$ cat src/rtl/rptr_empty_prefetch.sv
// Read-side FIFO control: Gray read pointer, empty/almost-empty flags, level,
// and a one-word registered output stage fed from an asynchronous-read memory.
module rptr_empty_prefetch #(
    parameter int unsigned ADDRSIZE      = 4,
    parameter int unsigned DATASIZE      = 8,
    parameter int unsigned AEMPTY_THRESH = 2
) (
    input  logic                rclk,
    input  logic                rrst_n,
    input  logic [ADDRSIZE:0]   rq2_wptr,
    input  logic [DATASIZE-1:0] rmem_data,
    input  logic                rready,
    output logic                rvalid,
    output logic [DATASIZE-1:0] rdata,
    output logic [ADDRSIZE-1:0] raddr,
    output logic [ADDRSIZE:0]   rptr,
    output logic                rempty,
    output logic                raempty,
    output logic [ADDRSIZE:0]   rlevel
);

    localparam logic [ADDRSIZE:0] AEMPTY_LVL = (ADDRSIZE + 1)'(AEMPTY_THRESH);

    logic [ADDRSIZE:0] rbin;
    logic [ADDRSIZE:0] rbinnext;
    logic [ADDRSIZE:0] rgraynext;
    logic [ADDRSIZE:0] wsync;
    logic [ADDRSIZE:0] level_next;
    logic              rinc;

    // Pop whenever the output register is free or being drained this cycle.
    always_comb begin
        rinc       = ~rempty & (~rvalid | rready);
        rbinnext   = rbin + (ADDRSIZE + 1)'(rinc);
        rgraynext  = (rbinnext >> 1) ^ rbinnext;
        wsync      = '0;
        for (int unsigned i = 0; i <= ADDRSIZE; i++) begin
            wsync[i] = ^(rq2_wptr >> i);
        end
        level_next = wsync - rbinnext;
    end

    assign raddr = rbin[ADDRSIZE-1:0];

    always_ff @(posedge rclk or negedge rrst_n) begin
        if (!rrst_n) begin
            rbin    <= '0;
            rptr    <= '0;
            rdata   <= '0;
            rvalid  <= 1'b0;
            rlevel  <= '0;
            rempty  <= 1'b1;
            raempty <= 1'b1;
        end else begin
            rbin    <= rbinnext;
            rptr    <= rgraynext;
            rempty  <= (rgraynext == rq2_wptr);
            rlevel  <= level_next;
            raempty <= (level_next <= AEMPTY_LVL);
            if (rinc) begin
                rdata  <= rmem_data;
                rvalid <= 1'b1;
            end else if (rready) begin
                rvalid <= 1'b0;
            end
        end
    end

endmodule

$ cat config.mk
export PLATFORM = sky130hd
export DESIGN_NAME = rptr_empty_prefetch
export DESIGN_NICKNAME = d
export VERILOG_FILES = /design/src/rtl/rptr_empty_prefetch.sv
export SDC_FILE = /design/constraint.sdc
export NUM_CORES = 1
export LEC_CHECK = 0
export ABC_CLOCK_PERIOD_IN_PS = 3900
export CAP_MARGIN = 20
export CORE_AREA = 2 2 57 59
export DETAILED_ROUTE_END_ITERATION = 7
export DIE_AREA = 0 0 59 61
export MAX_ROUTING_LAYER = met4
export PLACE_DENSITY = 0.76
export SYNTH_ARGS = -nofsm -noshare
export SYNTH_HDL_FRONTEND = slang
export SYNTH_SLANG_ARGS = --single-unit
$ cat constraint.sdc
create_clock -name rclk -period 3.9 [get_ports rclk]
set_input_delay 0.975 -clock rclk [delete_from_list [all_inputs] [get_ports rclk]]
set_output_delay 0.975 -clock rclk [all_outputs]
set_load 0.05 [all_outputs]
==> Yosys cells after proc, flatten, opt, wreduce, memory -nomap -nowiden <==
Cells that the tools add are included.
W data, S select, Z words.
{ "classes": {"eq_ne": 1, "addsub": 2, "n_lt_le_gt_ge": 1, "muxes": 2, "bitwise": 5, "n_reduce_logical": 6} }
{ "op_table": {"columns": ["cell", "count"], "rows": [
  ["$reduce_xor A5 Y1", 5],
  ["$add A5 B1 Y5", 1],
  ["$eq A5 B5 Y1", 1],
  ["$le A5 B2 Y1 const B", 1],
  ["$sub A5 B5 Y5", 1],
  ["$xor A4 B5 Y5", 1],
  ["$mux W1", 2],
  ["$not A1 Y1", 2],
  ["$reduce_bool A2 Y1", 1],
  ["$and A1 B1 Y1", 1],
  ["$or A1 B1 Y1", 1]
]} }
{ "totals": {"in_bits": 16, "ff_bits": 26} }

==> Logic depth before layout (Yosys ltp) <==
Gate-level depths: netlist of run 1.
{ "logic_depth": {"depth_word": 6, "ltp_mapped": 12} }

==> Worst setup path after synthesis of run 1 <==
OpenSTA, ideal clock, no wires.
{ "synth_timing": {"kind": "input -> register", "start": "input port rready", "end": "register raempty", "arrival_ps": 3357, "required_ps": 3825, "cell_stages": 12, "setup_time_ps": 75, "path_buffers": 0, "slack_ps": 468, "cell_sequence": "inv_1 -> a21oi_1 -> ha_1 -> ha_1 -> xor2_2 -> inv_2 -> ha_1 -> a21boi_0 -> inv_1 -> a221oi_2 -> o2111ai_1 -> nor3_2"} }
{ "synth_between": {"elab_chain_cells": 5} }
{ "synth_rtl": {"columns": ["element", "line", "rtl"], "rows": [
  ["from (decl)", "12", "input logic rready,"],
  ["$or A1 B1 Y1", "33", "rinc = ~rempty & (~rvalid | rready);"],
  ["$and A1 B1 Y1", "33", null],
  ["net rinc", "29", "logic rinc;"],
  ["$add A5 B1 Y5", "34", "rbinnext = rbin + (ADDRSIZE + 1)'(rinc);"],
  ["net rbinnext[2]", "25", "logic [ADDRSIZE:0] rbinnext;"],
  ["$sub A5 B5 Y5", "40", "level_next = wsync - rbinnext;"],
  ["$le A5 B2 Y1", "59", "raempty <= (level_next <= AEMPTY_LVL);"],
  ["to (signal assigned)", "59", null],
  ["to (decl)", "18", "output logic raempty,"]
]} }
The timed path passes the listed nets, and every way through them passes these cells.
A chain may end at the register's enable or synchronous reset.

==> Worst setup path after layout of run 1 <==
{ "layout_timing": {"start": "input port rq2_wptr[3]", "end": "register rlevel[4]"} }
{ "layout_between": {"elab_chain_cells": 2, "word_cells_on_any_way": 5, "cone_classes": "add/sub (1); reduce/logical (4)"} }
{ "layout_rtl": {"columns": ["element", "line", "rtl"], "rows": [
  ["from (decl)", "10", "input logic [ADDRSIZE:0] rq2_wptr,"],
  ["$reduce_xor A5 Y1", "38", "wsync[i] = ^(rq2_wptr >> i);"],
  ["$sub A5 B5 Y5 (*)", "40", null],
  ["net level_next[4]", "28", "logic [ADDRSIZE:0] level_next;"],
  ["to (signal assigned)", "58", "rlevel <= level_next;"],
  ["to (decl)", "19", "output logic [ADDRSIZE:0] rlevel"]
]} }
Mark *: on every way through the listed nets, which the timed path passes. The rest lies on a longest branch.

==> results of run 1 <==
## cell usage in the layout, fill, tap and decap left out, types with 2 or more instances in the layout
cell type	count
ha_1	5
xnor2_1	4
nand3_1	2
xor2_1	10
xor2_2	2
nor3b_1	2
a21oi_1	2
buf_4	4
nand2_1	4
clkdlybuf4s50_1	40
dfstp_2	2
inv_1	8
nor2_1	4
clkbuf_4	3
mux2_2	8
dfrtp_1	23
## final cells by class
cell class | instances | share of cell area [%]
flip-flops and latches | 25 | 34.7
multi-input cells | 66 | 34.4
inverters | 9 | 1.87
repair buffers | 45 | 25.3
well taps | 33 | 2.28
clock buffers | 4 | 1.45
## cells in the mapped netlist, drive strengths merged, types with 2 or more instances
cell | number | share of area [%]
a21oi | 2 | 0.78
dfrtp | 23 | 45
dfstp | 2 | 4.1
ha | 5 | 4.9
inv | 9 | 2.6
mux2 | 8 | 7.0
nand2 | 4 | 1.2
nand3 | 2 | 0.78
nor2 | 4 | 1.2
nor3b | 2 | 1.2
or2 | 2 | 0.97
xnor2 | 5 | 4.0
xnor3 | 2 | 3.6
xor2 | 13 | 11
## layer usage
metal / vias to the layer above / share of wire [%]
li1: 448 / -
met2: 43 / 48
met5: - / 0
met1: 461 / 42
met3: 6 / 7.3
met4: 0 / 2.8
## through the flow
step	util, %	setup slack [ps]	instances	instance area (µm²)
after floorplan	-	468	101	1290
after CTS	60.4	495	181	1780
after global routing	61.3	283	182	1810
final	61.3	466	182	1810
after global placement	59.5	238	177	1760
after detailed placement	59.5	141	177	1760
## path summary, 6_finish.rpt
path	start	endpoint	cells after the start
max	rq2_wptr[3]	rlevel[4]	11
min	rempty	rvalid	1
max reg2reg	rvalid	raempty	11
min reg2reg	rempty	rvalid	1
max in group asynchronous	rrst_n	raempty	2
min in group asynchronous	rrst_n	rdata[0]	1
## cell families (layout without fill, tap and decap cells)
group                      after synthesis  in the layout  synth area share (%)
buffers and inverters                   10             58                  2.91
AOI/OAI and AO/OA                       14             14                  8.64
DFF                                     25             25                  48.7
and+or+nand+nor                         19             19                  8.84
xor gates and xnor gates                20             20                  19.0
adders and majority gates                5              5                  4.85
muxes                                    8              8                  6.99
## sequential cells by signal, summed over array words and instances, names as in the netlist
name,cells
rptr,4
rbin,5
rlevel,5
rvalid,1
rdata,8
raempty,1
rempty,1
## critical path, stage by stage
cell and delay (ps):
clkdlybuf4s50_1 580, xnor3_2 420, xor2_2 310, xor2_1 180, ha_1 200, inv_1 50, ha_1 220, nor2_1 120
o221ai_1 140, and4_4 230, or2_1 210
==> results.py, run 1 <==
metrics = {
    "logic_synthesis": {
        "yosysWarningCount": 0,
        "async_reset_ff_share_pct": 100,
        "yosys.cell_types.count": 38,
        "synth_edf_count": 0,
        "netlist_instances": 101,
        "synth-main-ff-cell": "dfrtp_1",
        "yosysSeqAreaShare_pct": 48.7,
        "synth-seq-cells": 25,
        "netlist_area_um2": 1290,
        "syn_area_per_cell_um2": 12.8,
        "syn_nets": 122,
    },
    "worst_setup_path": {
        "arrival_ps": 3640,
        "crit_fanout": 5,
        "worstSetupPathType": "input port to flip-flop",
        "endpoint_kind": "flip-flop",
        "regToRegSetupSlack_ps": 1270,
        "crit_required_ps": 4110,
        "setup.worst_path.start_class": "input port",
    },
    "clock_network": {
        "clockRootBuffer": "clkbuf_4",
        "cts-hold-fix-buffers": 0,
        "cts-resized-gates": 0,
        "numCtsBuffers": 3,
        "cts_tree": "yes",
        "path_clk_slew_ps": 120,
        "insertion_delay_ps": 310,
        "post_cts_buffers": 0,
        "cts_max_level": 1,
        "clock_sinks": 25,
        "clock_path_buffers": 2,
    },
    "floorplanning": {
        "die_h_um": 61,
        "io_pins": 41,
        "initial_utilization_pct": 43.6,
        "rows": 20,
        "coreArea_um2": 2950,
        "die_w_um": 59,
        "dieArea_um2": 3600,
    },
    "finish": {
        "insertedDiodeCount": 0,
        "area_growth_syn_to_layout_pct": 40.5,
        "seq_area_um2": 628,
        "multi_input_area_um2": 623,
        "layout.filler_cells": 251,
        "nNetsFinal": 171,
        "drive_above_1_share_pct": 19.5,
    },
    "grt": {
        "grt_max_degree": 26,
        "track_usage_pct": 15.1,
        "overflow": 0,
        "antenna_found_initial": 0,
        "grtUsageMet1_pct": 17.4,
        "use_met3_pct": 2.35,
        "grt-busiest-layer": "met2",
        "grt_pass1_wl_um": 3960,
        "grt_pass1_vias": 926,
        "gr-usage-met2_pct": 24.8,
    },
    "place": {
        "port_buffers": 40,
        "hpwl_um": 1950,
        "gp_congestion": 1.03,
    },
    "timing": {
        "setup_violations": 0,
        "timing.final.crit_share_pct": 88.1,
        "rsz0062_at_grt": "false",
        "finalHoldViolations": 0,
        "finalSetupTns_ps": 0,
        "fin_skew_ps": 4.73,
        "maxClockFrequency_mhz": 291,
        "holdWs_ps": 484,
        "relSlewSlack_pct": 66.2,
        "drv_slew": 0,
        "min_period_ps": 3430,
        "worst_slew_pin_slew_ps": 506,
    },
    "detailed_routing": {
        "vias_per_cell": 5.26,
        "route.detailed.drc": 0,
        "vias": 958,
        "ant_nets": 0,
        "firstDrtPassIters": 4,
        "drt_iter0_drc": 25,
        "routedWlPerCell_um": 13.7,
        "finalWirelength_um": 2500,
    },
    "worst_hold_path": {
        "hp-class": "flip-flop to flip-flop",
    },
    "run_status": {
        "status": "finished, final reports clean",
    },
    "job": {
        "maxCapViolCount": 0,
    },
}
Power of run 1 is left out: the tool's default activity adds up to more than one toggle a clock period on the data nets, which glitch-free logic cannot reach.
==> run 2: changes to the inputs <==
CAP_MARGIN = 15   (was 20)
CORE_AREA = 2 2 50 52   (was 2 2 57 59)
DIE_AREA = 0 0 52 54   (was 0 0 59 61)
DONT_BUFFER_PORTS = 1   (was unset)
PLACE_DENSITY = 0.73   (was 0.76)
==> results.py, run 2 (same netlist as run 1, synthesis figures left out) <==
metrics = {
    "run_status": {
        "status": "finished, final reports clean",
    },
    "clock_network": {
        "path_clk_slew_ps": 130,
        "cts_max_level": 1,
        "insertion_delay_ps": 310,
        "cts-resized-gates": 0,
        "numCtsBuffers": 3,
        "cts-hold-fix-buffers": 0,
        "post_cts_buffers": 0,
        "clock_sinks": 25,
        "cts_tree": "yes",
        "clockRootBuffer": "clkbuf_4",
        "clock_path_buffers": 2,
    },
    "timing": {
        "relSlewSlack_pct": 55.2,
        "worst_slack_ps": 915,
        "timing.final.crit_share_pct": 76.5,
        "setup_violations": 0,
        "fin_skew_ps": 0.512,
        "maxClockFrequency_mhz": 335,
        "finalSetupTns_ps": 0,
        "min_period_ps": 2990,
        "rsz0062_at_grt": "false",
        "worst_slew_pin_slew_ps": 672,
        "drv_slew": 0,
        "finalHoldViolations": 0,
    },
    "worst_setup_path": {
        "arrival_ps": 3240,
        "crit_required_ps": 4150,
        "worstSetupPathType": "flip-flop to flip-flop",
        "crit_buf_inv": 2,
        "cpMostUsedCell": "ha_1",
        "crit_family": "compound AO/OA/AOI/OAI gates",
        "cp_cell_sequence": "a21oi_1, ha_1, ha_1, xor2_2, inv_2, ha_1, a21boi_0, inv_1, a221oi_2, o2111ai_1, nor3_2",
        "crit_fanout": 5,
        "setup.worst_path.start_class": "flip-flop",
        "cp_slowest_cell": "dfrtp_1",
        "critPathMaxStageDelay_ps": 590,
        "endpoint_kind": "flip-flop",
    },
    "grt": {
        "grt_pass1_vias": 752,
        "antenna_found_initial": 0,
        "track_usage_pct": 17.7,
        "grt_pass1_wl_um": 3490,
        "grt_max_degree": 26,
        "overflow": 0,
    },
    "place": {
        "gp_congestion": 0.898,
        "place_area_um2": 1330,
        "dp_slack_ps": 648,
        "port_buffers": 0,
        "hpwl_um": 1780,
    },
    "floorplanning": {
        "rows": 18,
        "die_w_um": 52,
        "initial_utilization_pct": 55.6,
        "io_pins": 41,
        "dieArea_um2": 2810,
        "die_h_um": 54,
        "coreArea_um2": 2320,
    },
    "finish": {
        "final_util_pct": 58.5,
        "largest_register_ffs": 8,
        "area_growth_syn_to_layout_pct": 5.34,
        "layout.filler_cells": 195,
        "top_register": "rdata",
        "fin_area_um2": 1360,
        "final_common_cell": "dfrtp_1",
        "mostFrequentLayoutCells": "dfrtp_1, xor2_1, inv_1, mux2_2, ha_1",
        "top_regs": "rdata (8), rbin (5), rlevel (5)",
        "drive_above_1_share_pct": 24.8,
        "nNetsFinal": 127,
        "insertedDiodeCount": 0,
    },
    "worst_hold_path": {
        "hp-class": "input port to asynchronous set/reset pin",
    },
    "detailed_routing": {
        "vias": 783,
        "vias_per_cell": 5.80,
        "ant_nets": 0,
        "routedWlPerCell_um": 17.2,
        "route.detailed.drc": 0,
        "finalWirelength_um": 2320,
        "drt_iter0_drc": 24,
        "firstDrtPassIters": 4,
    },
    "job": {
        "maxCapViolCount": 0,
    },
}
run 2: layout make-up:
type	count	area (µm²)	area share (%)
flip-flops and latches	25	628	46.3
multi-input cells	66	623	45.9
well taps	30	37.5	2.76
inverters	9	33.8	2.49
clock buffers	3	22.5	1.66
repair buffers	1	7.51	0.553
clock inverters	1	5.00	0.369
run 2: path summary, 6_finish.rpt:
kind                       startpoint  cells after the start  slack, ps       end
max in group asynchronous      rrst_n                      0       3400    rempty
setup reg to reg               rvalid                     11        910   raempty
min in group rclk              rempty                      1        610    rvalid
hold / removal                 rrst_n                      0        330  rdata[0]
hold reg to reg                rempty                      1        610    rvalid
setup / recovery               rvalid                     11        910   raempty
run 2: stage by stage:
step | std cells | hold WS (ps)
floorplan | 101 | 573
global placement | 131 | 584
detailed placement | 131 | 587
CTS | 135 | 331
global route | 135 | 302
finish | 135 | 330
run 2: worst reg2reg max path, delay by kind of cell (launching register included):
kind / cells / cell delay (ps)
AO/OA/AOI/OAI: 4 / 960
adder cells (fa/ha/maj): 3 / 700
flip-flops: 1 / 590
XOR/XNOR: 1 / 330
buffers and inverters: 2 / 190
AND/OR/NAND/NOR: 1 / 140
run 2: per-layer routing:
layer / up-vias / share of wire, % / GRT usage (%)
met4: 0 / 2.3 / 8.33
met3: 6 / 5.3 / 3.61
li1: 355 / - / -
met5: - / 0 / -
met1: 386 / 41 / 20.2
met2: 36 / 51 / 30.0
Power of run 2 is left out for the same reason.
==> run 3: changes to the inputs <==
ABC_CLOCK_PERIOD_IN_PS = 2500   (was 3900)
CORE_AREA = 2 2 52 54   (was 2 2 50 52)
DIE_AREA = 0 0 54 56   (was 0 0 52 54)
PLACE_DENSITY = 0.7   (was 0.73)
clock period = 2.5 ns   (was 3.9 ns; I/O delays follow)
==> results.py, run 3 (same netlist as run 1, synthesis figures left out) <==
metrics = {
    "worst_setup_path": {
        "critPathMaxStageDelay_ps": 580,
        "crit_buf_inv": 2,
        "arrival_ps": 2680,
        "crit_family": "compound AO/OA/AOI/OAI gates",
        "cpMostUsedCell": "ha_4",
        "crit_end": "raempty",
        "worstRegToRegCells": 12,
        "endpoint_kind": "flip-flop",
        "worstSetupPathType": "flip-flop to flip-flop",
        "setup.worst_path.start_class": "flip-flop",
        "path_depth": 12,
        "cp_cell_sequence": "a21oi_4, buf_12, ha_4, ha_4, xor2_4, inv_2, ha_1, a21boi_2, a21oi_1, o211a_1, o2111ai_2, nor3_2",
        "r2r_start": "rempty",
        "crit_required_ps": 2760,
        "regToRegSetupSlack_ps": 70,
        "reg2reg_to": "raempty",
        "crit_fanout": 9,
        "cp_slowest_cell": "dfstp_2",
        "startpoint": "rempty",
    },
    "clock_network": {
        "clock_path_buffers": 2,
        "clock_sinks": 25,
        "path_clk_slew_ps": 130,
        "cts_tree": "yes",
        "cts_max_level": 1,
        "insertion_delay_ps": 320,
        "numCtsBuffers": 3,
        "clockRootBuffer": "clkbuf_4",
    },
    "grt": {
        "grt_pass1_wl_um": 4150,
        "antenna_found_initial": 0,
        "grtUsageMet1_pct": 23.7,
        "track_usage_pct": 19.4,
        "use_met3_pct": 3.49,
        "overflow": 0,
        "grt-busiest-layer": "met2",
        "grt_pass1_vias": 934,
        "grt_max_degree": 24,
        "gr-usage-met2_pct": 31.5,
    },
    "place": {
        "place_area_um2": 1510,
        "hpwl_um": 1880,
        "port_buffers": 0,
        "gp_congestion": 0.778,
        "dp_slack_ps": -216,
    },
    "detailed_routing": {
        "vias_per_cell": 5.69,
        "vias": 853,
        "route.detailed.drc": 0,
        "finalWirelength_um": 2450,
        "firstDrtPassIters": 4,
        "routedWlPerCell_um": 16.3,
        "ant_nets": 0,
        "drt_iter0_drc": 13,
    },
    "finish": {
        "final_common_cell": "dfrtp_1",
        "drive_above_1_share_pct": 41.7,
        "top_register": "rdata",
        "insertedDiodeCount": 0,
        "fin_area_um2": 1570,
        "top_regs": "rdata (8), rbin (5), rlevel (5)",
        "mostFrequentLayoutCells": "dfrtp_1, buf_4, xor2_1",
        "largest_register_ffs": 8,
        "area_growth_syn_to_layout_pct": 21.9,
        "nNetsFinal": 142,
    },
    "timing": {
        "finalSetupTns_ps": 0,
        "drv_slew": 0,
        "worst_slack_ps": 74.3,
        "min_period_ps": 2430,
        "timing.final.crit_share_pct": 97.0,
        "setup_violations": 0,
        "holdWs_ps": 126,
        "fin_skew_ps": 4.09,
        "relSlewSlack_pct": 61.1,
        "finalHoldViolations": 0,
        "rsz0062_at_grt": "true",
        "maxClockFrequency_mhz": 412,
        "worst_slew_pin_slew_ps": 582,
    },
    "floorplanning": {
        "rows": 18,
        "io_pins": 41,
        "initial_utilization_pct": 53.0,
        "coreArea_um2": 2430,
        "die_w_um": 54,
        "dieArea_um2": 3020,
        "die_h_um": 56,
    },
    "job": {
        "maxCapViolCount": 0,
    },
    "worst_hold_path": {
        "hp-class": "input port to asynchronous set/reset pin",
    },
    "run_status": {
        "status": "finished, final reports clean",
    },
}
[run 3: layout make-up]
cell class | count | area [µm²]
Clock buffer | 3 | 22.5
Clock inverter | 1 | 5.00
Fill cell | 187 | 861
Inverter | 9 | 33.8
Multi-Input combinational cell | 66 | 706
Sequential cell | 25 | 628
Tap cell | 30 | 37.5
Timing Repair Buffer | 16 | 139
[run 3: through the flow]
step                      cells  util [%]
final                       150      64.6
after global routing        150      64.6
after CTS                   148      63.6
after detailed placement    143      62.1
after global placement      143      62.1
after floorplan             101         -
[run 3: worst min path at each step]
| stage | endpoint | slack [ps] | cells after the start |
|---|---|---|---|
| global placement | rdata[5] | 330 | 0 |
| CTS | rempty | 120 | 0 |
| global route | rempty | 100 | 0 |
| finish | rempty | 130 | 0 |
| floorplan | rbin[0] | 330 | 0 |
| detailed placement | rdata[5] | 330 | 0 |
[run 3: worst register-to-register path, stage by stage, from the launching register on]
cell       delay, ps
dfstp_2          580
a21oi_4           40
buf_12           140
ha_4             160
ha_4             170
xor2_4           140
inv_2             50
ha_1             290
a21boi_2         170
a21oi_1          150
o211a_1          200
o2111ai_2        160
nor3_2           130
[run 3: what timing repair did]
| action | in CTS | in global routing |
|---|---|---|
| hold buffers | 1 | 0 |
| gates resized for setup | 0 | 2 |
| buffers inserted | 0 | 1 |
| endpoints found under the hold margin | 23 | 0 |
| setup endpoints to repair | 0 | 3 |
[run 3: per-layer routing]
layer | vias up | share of wire [%]
met3 | 4 | 5.1
met1 | 435 | 40
met5 | - | 0
met2 | 30 | 53
met4 | 0 | 1.5
li1 | 384 | -
Power of run 3 is left out for the same reason.
